[src/rtl/control_unit_team1.sv]
// Hardwired control unit for the team1 basic computer.
// It keeps the sequence counter, the indirect bit and the halt flag. All datapath
// strobes are combinational decodes of that state plus the instruction and status inputs.
module control_unit_team1 (
  input  logic        clk,
  input  logic        RST_N,
  input  logic [15:0] out_IR,
  input  logic [15:0] out_AC,
  input  logic        out_E,
  input  logic        Zero_DR,
  input  logic        FGI,
  output logic [2:0]  S,
  output logic        LD_PC,
  output logic        LD_AR,
  output logic        LD_AC,
  output logic        LD_DR,
  output logic        LD_IR,
  output logic        LD_OUTR,
  output logic        LD_TR,
  output logic        INR_PC,
  output logic        INR_AR,
  output logic        INR_AC,
  output logic        INR_DR,
  output logic        INR_TR,
  output logic        RST_PC,
  output logic        RST_AR,
  output logic        RST_AC,
  output logic        RST_DR,
  output logic        RST_TR,
  output logic        AND,
  output logic        ADD,
  output logic        LDA,
  output logic        COM,
  output logic        SHL,
  output logic        SHR,
  output logic        INPR_C,
  output logic        CLE,
  output logic        CME,
  output logic        Read,
  output logic        Write,
  output logic        halted,
  output logic [2:0]  sc
);

  logic [2:0] sc_r;
  logic [2:0] sc_next_s;
  logic       i_r;
  logic       i_next_s;
  logic       halt_r;
  logic       halt_next_s;
  logic [2:0] d_s;
  logic       d7_s;
  logic       hlt_acts_s;

  assign d_s  = out_IR[14:12];
  assign d7_s = (d_s == 3'd7);
  // HLT only acts when no higher-priority register-reference bit is set
  assign hlt_acts_s = (out_IR[11:1] == 11'd0) && out_IR[0];

  assign halted = halt_r;
  assign sc     = sc_r;

  // State register: sequence counter, indirect bit and halt flag
  always_ff @(posedge clk or negedge RST_N) begin
    if (!RST_N) begin
      sc_r   <= 3'd0;
      i_r    <= 1'b0;
      halt_r <= 1'b0;
    end else begin
      sc_r   <= sc_next_s;
      i_r    <= i_next_s;
      halt_r <= halt_next_s;
    end
  end

  // Next-state logic: advance or wrap the sequence counter, capture I, latch HALT
  always_comb begin
    sc_next_s   = sc_r;
    i_next_s    = i_r;
    halt_next_s = halt_r;
    if (halt_r) begin
      sc_next_s = sc_r;
    end else begin
      case (sc_r)
        3'd0, 3'd1: sc_next_s = sc_r + 3'd1;
        3'd2: begin
          sc_next_s = 3'd3;
          i_next_s  = out_IR[15];
        end
        3'd3: begin
          if (d7_s) begin
            sc_next_s = 3'd0;
            if (!i_r && hlt_acts_s) begin
              halt_next_s = 1'b1;
            end else begin
              halt_next_s = 1'b0;
            end
          end else begin
            sc_next_s = 3'd4;
          end
        end
        3'd4: begin
          if ((d_s == 3'd3) || (d_s == 3'd4)) begin
            sc_next_s = 3'd0;
          end else begin
            sc_next_s = 3'd5;
          end
        end
        3'd5: begin
          if (d_s == 3'd6) begin
            sc_next_s = 3'd6;
          end else begin
            sc_next_s = 3'd0;
          end
        end
        3'd6:    sc_next_s = 3'd0;
        default: sc_next_s = 3'd0;  // illegal step value recovers to T0
      endcase
    end
  end

  // Output decode: strobes for the current step, all forced low in reset or halt
  always_comb begin
    S = 3'd0;
    LD_PC = 1'b0; LD_AR = 1'b0; LD_AC = 1'b0; LD_DR = 1'b0;
    LD_IR = 1'b0; LD_OUTR = 1'b0; LD_TR = 1'b0;
    INR_PC = 1'b0; INR_AR = 1'b0; INR_AC = 1'b0; INR_DR = 1'b0; INR_TR = 1'b0;
    RST_PC = 1'b0; RST_AR = 1'b0; RST_AC = 1'b0; RST_DR = 1'b0; RST_TR = 1'b0;
    AND = 1'b0; ADD = 1'b0; LDA = 1'b0; COM = 1'b0; SHL = 1'b0; SHR = 1'b0;
    INPR_C = 1'b0; CLE = 1'b0; CME = 1'b0;
    Write = 1'b0;
    if (RST_N && !halt_r) begin
      case (sc_r)
        3'd0: begin S = 3'd2; LD_AR = 1'b1; end
        3'd1: begin S = 3'd7; LD_IR = 1'b1; INR_PC = 1'b1; end
        3'd2: begin S = 3'd5; LD_AR = 1'b1; end
        3'd3: begin
          if (d7_s && !i_r) begin
            if      (out_IR[11]) RST_AC = 1'b1;
            else if (out_IR[10]) CLE = 1'b1;
            else if (out_IR[9])  begin COM = 1'b1; LD_AC = 1'b1; end
            else if (out_IR[8])  CME = 1'b1;
            else if (out_IR[7])  begin SHR = 1'b1; LD_AC = 1'b1; end
            else if (out_IR[6])  begin SHL = 1'b1; LD_AC = 1'b1; end
            else if (out_IR[5])  INR_AC = 1'b1;
            else if (out_IR[4])  INR_PC = ~out_AC[15];
            else if (out_IR[3])  INR_PC = out_AC[15];
            else if (out_IR[2])  INR_PC = (out_AC == 16'd0);
            else if (out_IR[1])  INR_PC = ~out_E;
            else                 INR_PC = 1'b0;  // HLT or NOP: no strobe
          end else if (d7_s) begin
            if      (out_IR[11]) begin INPR_C = 1'b1; LD_AC = 1'b1; end
            else if (out_IR[10]) begin S = 3'd4; LD_OUTR = 1'b1; end
            else if (out_IR[9])  INR_PC = FGI;
            else                 INR_PC = 1'b0;
          end else if (i_r) begin
            S = 3'd7; LD_AR = 1'b1;  // indirect: fetch effective address
          end else begin
            S = 3'd0;
          end
        end
        3'd4: begin
          case (d_s)
            3'd0, 3'd1, 3'd2, 3'd6: begin S = 3'd7; LD_DR = 1'b1; end
            3'd3: begin S = 3'd4; Write = 1'b1; end
            3'd4: begin S = 3'd1; LD_PC = 1'b1; end
            3'd5: begin S = 3'd2; Write = 1'b1; INR_AR = 1'b1; end
            default: S = 3'd0;
          endcase
        end
        3'd5: begin
          case (d_s)
            3'd0: begin AND = 1'b1; LD_AC = 1'b1; end
            3'd1: begin ADD = 1'b1; LD_AC = 1'b1; end
            3'd2: begin LDA = 1'b1; LD_AC = 1'b1; end
            3'd5: begin S = 3'd1; LD_PC = 1'b1; end
            3'd6: INR_DR = 1'b1;
            default: S = 3'd0;
          endcase
        end
        3'd6: begin
          if (d_s == 3'd6) begin
            S = 3'd3; Write = 1'b1; INR_PC = Zero_DR;
          end else begin
            S = 3'd0;
          end
        end
        default: S = 3'd0;
      endcase
    end else begin
      S = 3'd0;
    end
    Read = (S == 3'd7);
  end

endmodule

[config.mk]
export PLATFORM = sky130hd
export DESIGN_NAME = control_unit_team1
export DESIGN_NICKNAME = d
export VERILOG_FILES = /design/src/rtl/control_unit_team1.sv
export SDC_FILE = /design/constraint.sdc
export NUM_CORES = 1
export LEC_CHECK = 0
export ABC_AREA = 1
export CORE_MARGIN = 3
export CORE_UTILIZATION = 29
export CTS_CLUSTER_DIAMETER = 50
export CTS_CLUSTER_SIZE = 24
export DETAILED_ROUTE_END_ITERATION = 16
export GPL_TIMING_DRIVEN = 1
export PLACE_DENSITY = 0.7
export SYNTH_ARGS = -nofsm -noshare
export SYNTH_HDL_FRONTEND = slang
export SYNTH_SLANG_ARGS = --single-unit
[constraint.sdc]
create_clock -name clk -period 3.96 [get_ports clk]
set_clock_uncertainty 0.1 [all_clocks]
set_input_delay 0.396 -clock clk [delete_from_list [all_inputs] [get_ports clk]]
set_output_delay 0.396 -clock clk [all_outputs]
set_load 0.01 [all_outputs]
==> results of run 1 <==
==> flip-flops by register name, indices dropped and copies added, names as in the netlist <==
| signal | cells |
|---|---|
| i_r | 1 |
| sc | 3 |
| halted | 1 |
==> final cells by class <==
class / count / share of cell area (%)
Clock buffer: 4 / 1.596
Inverter: 29 / 6.611
Multi-Input combinational cell: 138 / 41.34
Sequential cell: 5 / 7.599
Tap cell: 44 / 3.343
Timing Repair Buffer: 65 / 39.51
==> worst max path at each step <==
stage	to	cells after the start
finish	LD_AC	7
global route	LD_AC	8
CTS	LD_AC	7
detailed placement	LD_AC	7
global placement	LD_AC	7
floorplan	LD_AC	8
==> power groups by stage <==
stage                     Combinational [mW]  Sequential, mW  Clock [mW]
after floorplan                       0.0257          0.0532           0
final                                 0.0620          0.0527      0.0597
after global routing                  0.0683          0.0527      0.0666
after detailed placement              0.0616          0.0535           0
after CTS                             0.0621          0.0528      0.0632
after global placement                0.0614          0.0535           0
==> cell usage in the layout, fill, tap and decap left out, types with 4 or more instances in the layout <==
cell             synthesis  final
nor2_1                  33     33
nand3_1                  5      5
nor3_1                   9      9
a21oi_1                  9      9
nand4_1                  5      5
o22ai_1                  5      5
nand2_1                 39     39
inv_1                   29     29
nor4_1                   4      4
ha_1                     5      5
dfrtp_1                  5      5
clkdlybuf4s50_1          0     65
conb_1                   1      6
o21ai_0                  6      6
==> metal layers <==
layer / part of all wire [%] / vias up
met2: 43 / 58
met3: 9.8 / 5
li1: - / 699
met4: 0.95 / 0
met5: 0 / -
met1: 46 / 576
==> worst max-delay path, stage by stage <==
cell             delay, ps
clkdlybuf4s50_1        600
nand2_1                290
nor2_1                 190
nand2_2                100
or4_1                  390
nand2_1                 70
clkdlybuf4s50_1        530
==> synth_stat cells (all sizes together) <==
| master | count |
|---|---|
| a211oi | 2 |
| a21oi | 9 |
| a31oi | 1 |
| buf | 9 |
| conb | 1 |
| dfrtp | 5 |
| ha | 5 |
| inv | 29 |
| nand2 | 40 |
| nand3 | 6 |
| nand4 | 5 |
| nor2 | 34 |
| nor3 | 9 |
| nor3b | 2 |
| nor4 | 4 |
| nor4b | 1 |
| o21ai | 6 |
| o22ai | 5 |
| o311ai | 1 |
| o41ai | 1 |
| or4 | 1 |
==> per-stage QoR <==
stage          setup WS (ps)  instances  cell area (um^2)  util (%)
2_1_floorplan           1756        181             987.2         -
3_3_place_gp           895.3        281              1620     51.80
3_5_place_dp           875.7        281              1620     51.80
4_1_cts                881.0        285              1647     52.64
5_1_grt                683.7        285              1647     52.64
6_report               894.4        285              1647     52.64
==> cell families after synthesis <==
logic type / synth area share (%)
flip-flops: 12.92
AO/OA/AOI/OAI: 14.99
buffers and inverters: 18.73
adder cells (fa/ha/maj): 6.460
other: 0.3872
AND/OR/NAND/NOR: 46.51
==> impl_metrics.json, run 1 <==
{
  "drt_iter0_drc": 59,
  "drt_pass1_iterations": 4,
  "syn2layout_area_growth_pct": 70.03,
  "ios": 72,
  "multi_input_area_um2": 680.7,
  "diodes": 0,
  "die_x_um": 63.79,
  "grt_max_degree": 12,
  "cts_tree": "done",
  "cp.arrival_ps": 2570,
  "pwr-share-clk_pct": 34.2,
  "ys_warn_count": 0,
  "grt_first_pass_wirelength_um": 5395,
  "p_int_mw": 0.1268,
  "port_buffers": 65,
  "start_kind": "input pin",
  "cp_max_fo": 11,
  "gp_congestion": 0.8266,
  "die_area_um2": 4069,
  "syn_area_um2": 968.4,
  "peakVddDrop_mv": 0.06088,
  "finalPower_mw": 0.1744,
  "ys_ff_latch": 5,
  "crit_type": "in -> out",
  "path_clk_slew_ps": 40,
  "top_usage_layer": "met2",
  "synth_cells": 176,
  "rrSetupSlack_ps": 2300,
  "antenna_found_initial": 0,
  "drive_gt1_share_pct": 2.490,
  "vias": 1338,
  "clk_latency_ps": 250,
  "power_leakage_nw": 0.7118,
  "switching_share_pct": 27.29,
  "clockBufferDepth": 2,
  "vias_per_cell": 4.695,
  "wire_per_inst_um": 11.51,
  "setup_viol": 0,
  "overflow": 0,
  "cts_resized": 0,
  "final.fill_count": 328,
  "seq_power_share_pct": 30.2,
  "syn_avg_cell_area_um2": 5.502,
  "register_area_um2": 125.1,
  "cts_buffers": 3,
  "p_sw_mw": 0.04760,
  "hold_viol": 0,
  "timing.setup.tns_ps": 0,
  "rsz0062_at_grt": "no",
  "ys_seq_area_share_pct": 12.92,
  "timing.hold.ws_ps": 278.3,
  "r2r-end": "sc[0]$_DFFE_PN0N_",
  "synthDistinctLibCells": 26,
  "drv_slew": 0,
  "detail-route-antenna-nets": 0,
  "use_met3_pct": 5.272,
  "r2r_start": "sc[1]$_DFFE_PN0N_",
  "die_h_um": 63.79,
  "layout_min_cycle_time_ps": 3066,
  "coreArea_um2": 3128,
  "cts-hold-fix-buffers": 0,
  "clockRootBuffer": "clkbuf_4",
  "wirelength_um": 3280,
  "finalCritPeriodShare_pct": 77.41,
  "nNetsFinal": 284,
  "grt_pass1_vias": 1260,
  "drcViolationCount": 0,
  "synth.area.top_cells": "nand2_1, dfrtp_1, nor2_1",
  "r2r_cells": 8,
  "required_ps": 3460,
  "holdCritPathClass": "in -> async",
  "htreeDepth": 1,
  "clock_sinks": 5,
  "grtUsageMet2_pct": 25.68,
  "cts_setup_buffers": 0,
  "grtUsageMet1_pct": 20.62,
  "drv_cap": 0,
  "rows": 20,
  "powerDensity_nw_per_um2": 105.9,
  "grt_use_total_pct": 16.04,
  "start_util_pct": 30.96,
  "synth_top_area_share_pct": 15.12,
  "fmax_mhz": 326.2,
  "cp-end-kind": "output pin",
  "cp-startpoint": "RST_N",
  "combPwrFrac_pct": 35.5,
  "yosys.area.top_type": "nand2_1",
  "dp_hpwl_um": 2724,
  "status": "completed"
}
(Power assumes the default switching activity.)
==> run 2: changes to the inputs <==
==> constraint.sdc (replaced) <==
create_clock -name clk -period 2.9 [get_ports clk]
set_clock_uncertainty 0.1 [all_clocks]
set_input_delay 0.29 -clock clk [delete_from_list [all_inputs] [get_ports clk]]
set_output_delay 0.29 -clock clk [all_outputs]
set_load 0.01 [all_outputs]
==> impl_metrics.json, run 2 (synthesis gave the netlist of run 1 again) <==
{
  "status": "completed",
  "cp_max_fo": 4,
  "grt_max_degree": 8,
  "required_ps": 2510,
  "vias_per_cell": 4.831,
  "p_sw_mw": 0.06333,
  "start_util_pct": 30.96,
  "layout_commonest_cell": "clkdlybuf4s50_1",
  "hold_viol": 0,
  "cts_tree": "done",
  "die_x_um": 63.79,
  "largest_reg_flops": 3,
  "rsz0062_at_grt": "no",
  "postLayoutCoreUtil_pct": 54.08,
  "finalCritPeriodShare_pct": 92.76,
  "holdCritPathClass": "in -> async",
  "syn2layout_area_growth_pct": 74.68,
  "clockRootBuffer": "clkbuf_4",
  "final.fill_count": 325,
  "die_h_um": 63.79,
  "drive_gt1_share_pct": 5.691,
  "drt_pass1_iterations": 4,
  "p_int_mw": 0.1756,
  "vias": 1401,
  "power_leakage_nw": 0.7342,
  "diodes": 0,
  "cts_resized": 0,
  "final_area_um2": 1692,
  "timing.setup.tns_ps": 0,
  "layout_min_cycle_time_ps": 2690,
  "peakVddDrop_mv": 0.1369,
  "coreArea_um2": 3128,
  "detail-route-antenna-nets": 0,
  "gp_congestion": 0.9306,
  "clk_latency_ps": 240,
  "cts-hold-fix-buffers": 0,
  "rrSetupSlack_ps": 1250,
  "nNetsFinal": 289,
  "htreeDepth": 1,
  "overflow": 0,
  "port_buffers": 65,
  "die_area_um2": 4069,
  "clockBufferDepth": 2,
  "final_cell_mix": "clkdlybuf4s50_1, nand2_1, nor2_1, inv_1, a21oi_1",
  "powerDensity_nw_per_um2": 141.2,
  "switching_share_pct": 26.51,
  "grt_use_total_pct": 16.52,
  "dp_hpwl_um": 2894,
  "cp.arrival_ps": 2300,
  "drv_slew": 0,
  "drcViolationCount": 0,
  "pwr-share-clk_pct": 32.9,
  "register_area_um2": 125.1,
  "grt_pass1_vias": 1328,
  "fmax_mhz": 371.7,
  "combPwrFrac_pct": 36.9,
  "seq_power_share_pct": 30.2,
  "setup_viol": 0,
  "ios": 72,
  "placed_cell_area_um2": 1658,
  "cts_setup_buffers": 0,
  "grt_first_pass_wirelength_um": 5644,
  "rows": 20,
  "wire_per_inst_um": 11.73,
  "cp-end-kind": "output pin",
  "drt_iter0_drc": 80,
  "clock_sinks": 5,
  "crit_type": "reg -> out",
  "finalPower_mw": 0.2389,
  "start_kind": "flop",
  "antenna_found_initial": 0,
  "cts_buffers": 3,
  "path_clk_slew_ps": 40,
  "multi_input_area_um2": 688.2,
  "wirelength_um": 3403,
  "drv_cap": 0
}
[run 2: critical path, stage by stage, from the launching register on]
cell and delay [ps]:
dfrtp_1 410, inv_1 140, ha_1 200, inv_1 60, nor2_1 230, nor2_1 110, inv_1 80, nor3_2 50
nand2_1 70, nand2_1 70, nor2_1 90, clkdlybuf4s50_1 550
[run 2: metrics by stage]
step                hold slack [ps]  instances  worst slack, ps
floorplan                    -105.6        181            802.1
finish                        264.1        290            209.9
global route                  247.6        290            1.351
CTS                           251.9        290            151.5
detailed placement            494.9        286            216.8
global placement              490.2        286            260.6
[run 2: routing by layer]
metal / routed length (um) / global-route usage [%]
met1: 1595 / 22.45
met2: 1470 / 25.68
met3: 322 / 4.921
met4: 14 / 3.504
met5: 0 / 0
[run 2: path summary, 6_finish.rpt]
| path | startpoint | endpoint | cells after the start |
|---|---|---|---|
| max | sc[0]$_DFFE_PN0N_ | Read | 11 |
| min | RST_N | halted$_DFF_PN0_ | 2 |
| max reg2reg | sc[1]$_DFFE_PN0N_ | sc[0]$_DFFE_PN0N_ | 8 |
| min reg2reg | halted$_DFF_PN0_ | halted$_DFF_PN0_ | 2 |
| max in group asynchronous | RST_N | sc[0]$_DFFE_PN0N_ | 2 |
| min in group clk | halted$_DFF_PN0_ | halted$_DFF_PN0_ | 2 |
[run 2: layout make-up]
type	instances	share of cell area (%)
Inverter	29	6.435
Multi-Input combinational cell	138	40.68
Timing Repair Buffer	70	40.68
Tap cell	44	3.254
Sequential cell	5	7.396
Clock buffer	4	1.553
[run 2: power groups by stage]
stage / Sequential, mW / Combinational [mW] / Clock [mW]
2_1_floorplan: 0.0727 / 0.0351 / 0
3_3_place_gp: 0.0731 / 0.0869 / 0
3_5_place_dp: 0.0731 / 0.0875 / 0
4_1_cts: 0.0721 / 0.0880 / 0.0850
5_1_grt: 0.0721 / 0.0970 / 0.0912
6_report: 0.0722 / 0.0881 / 0.0787
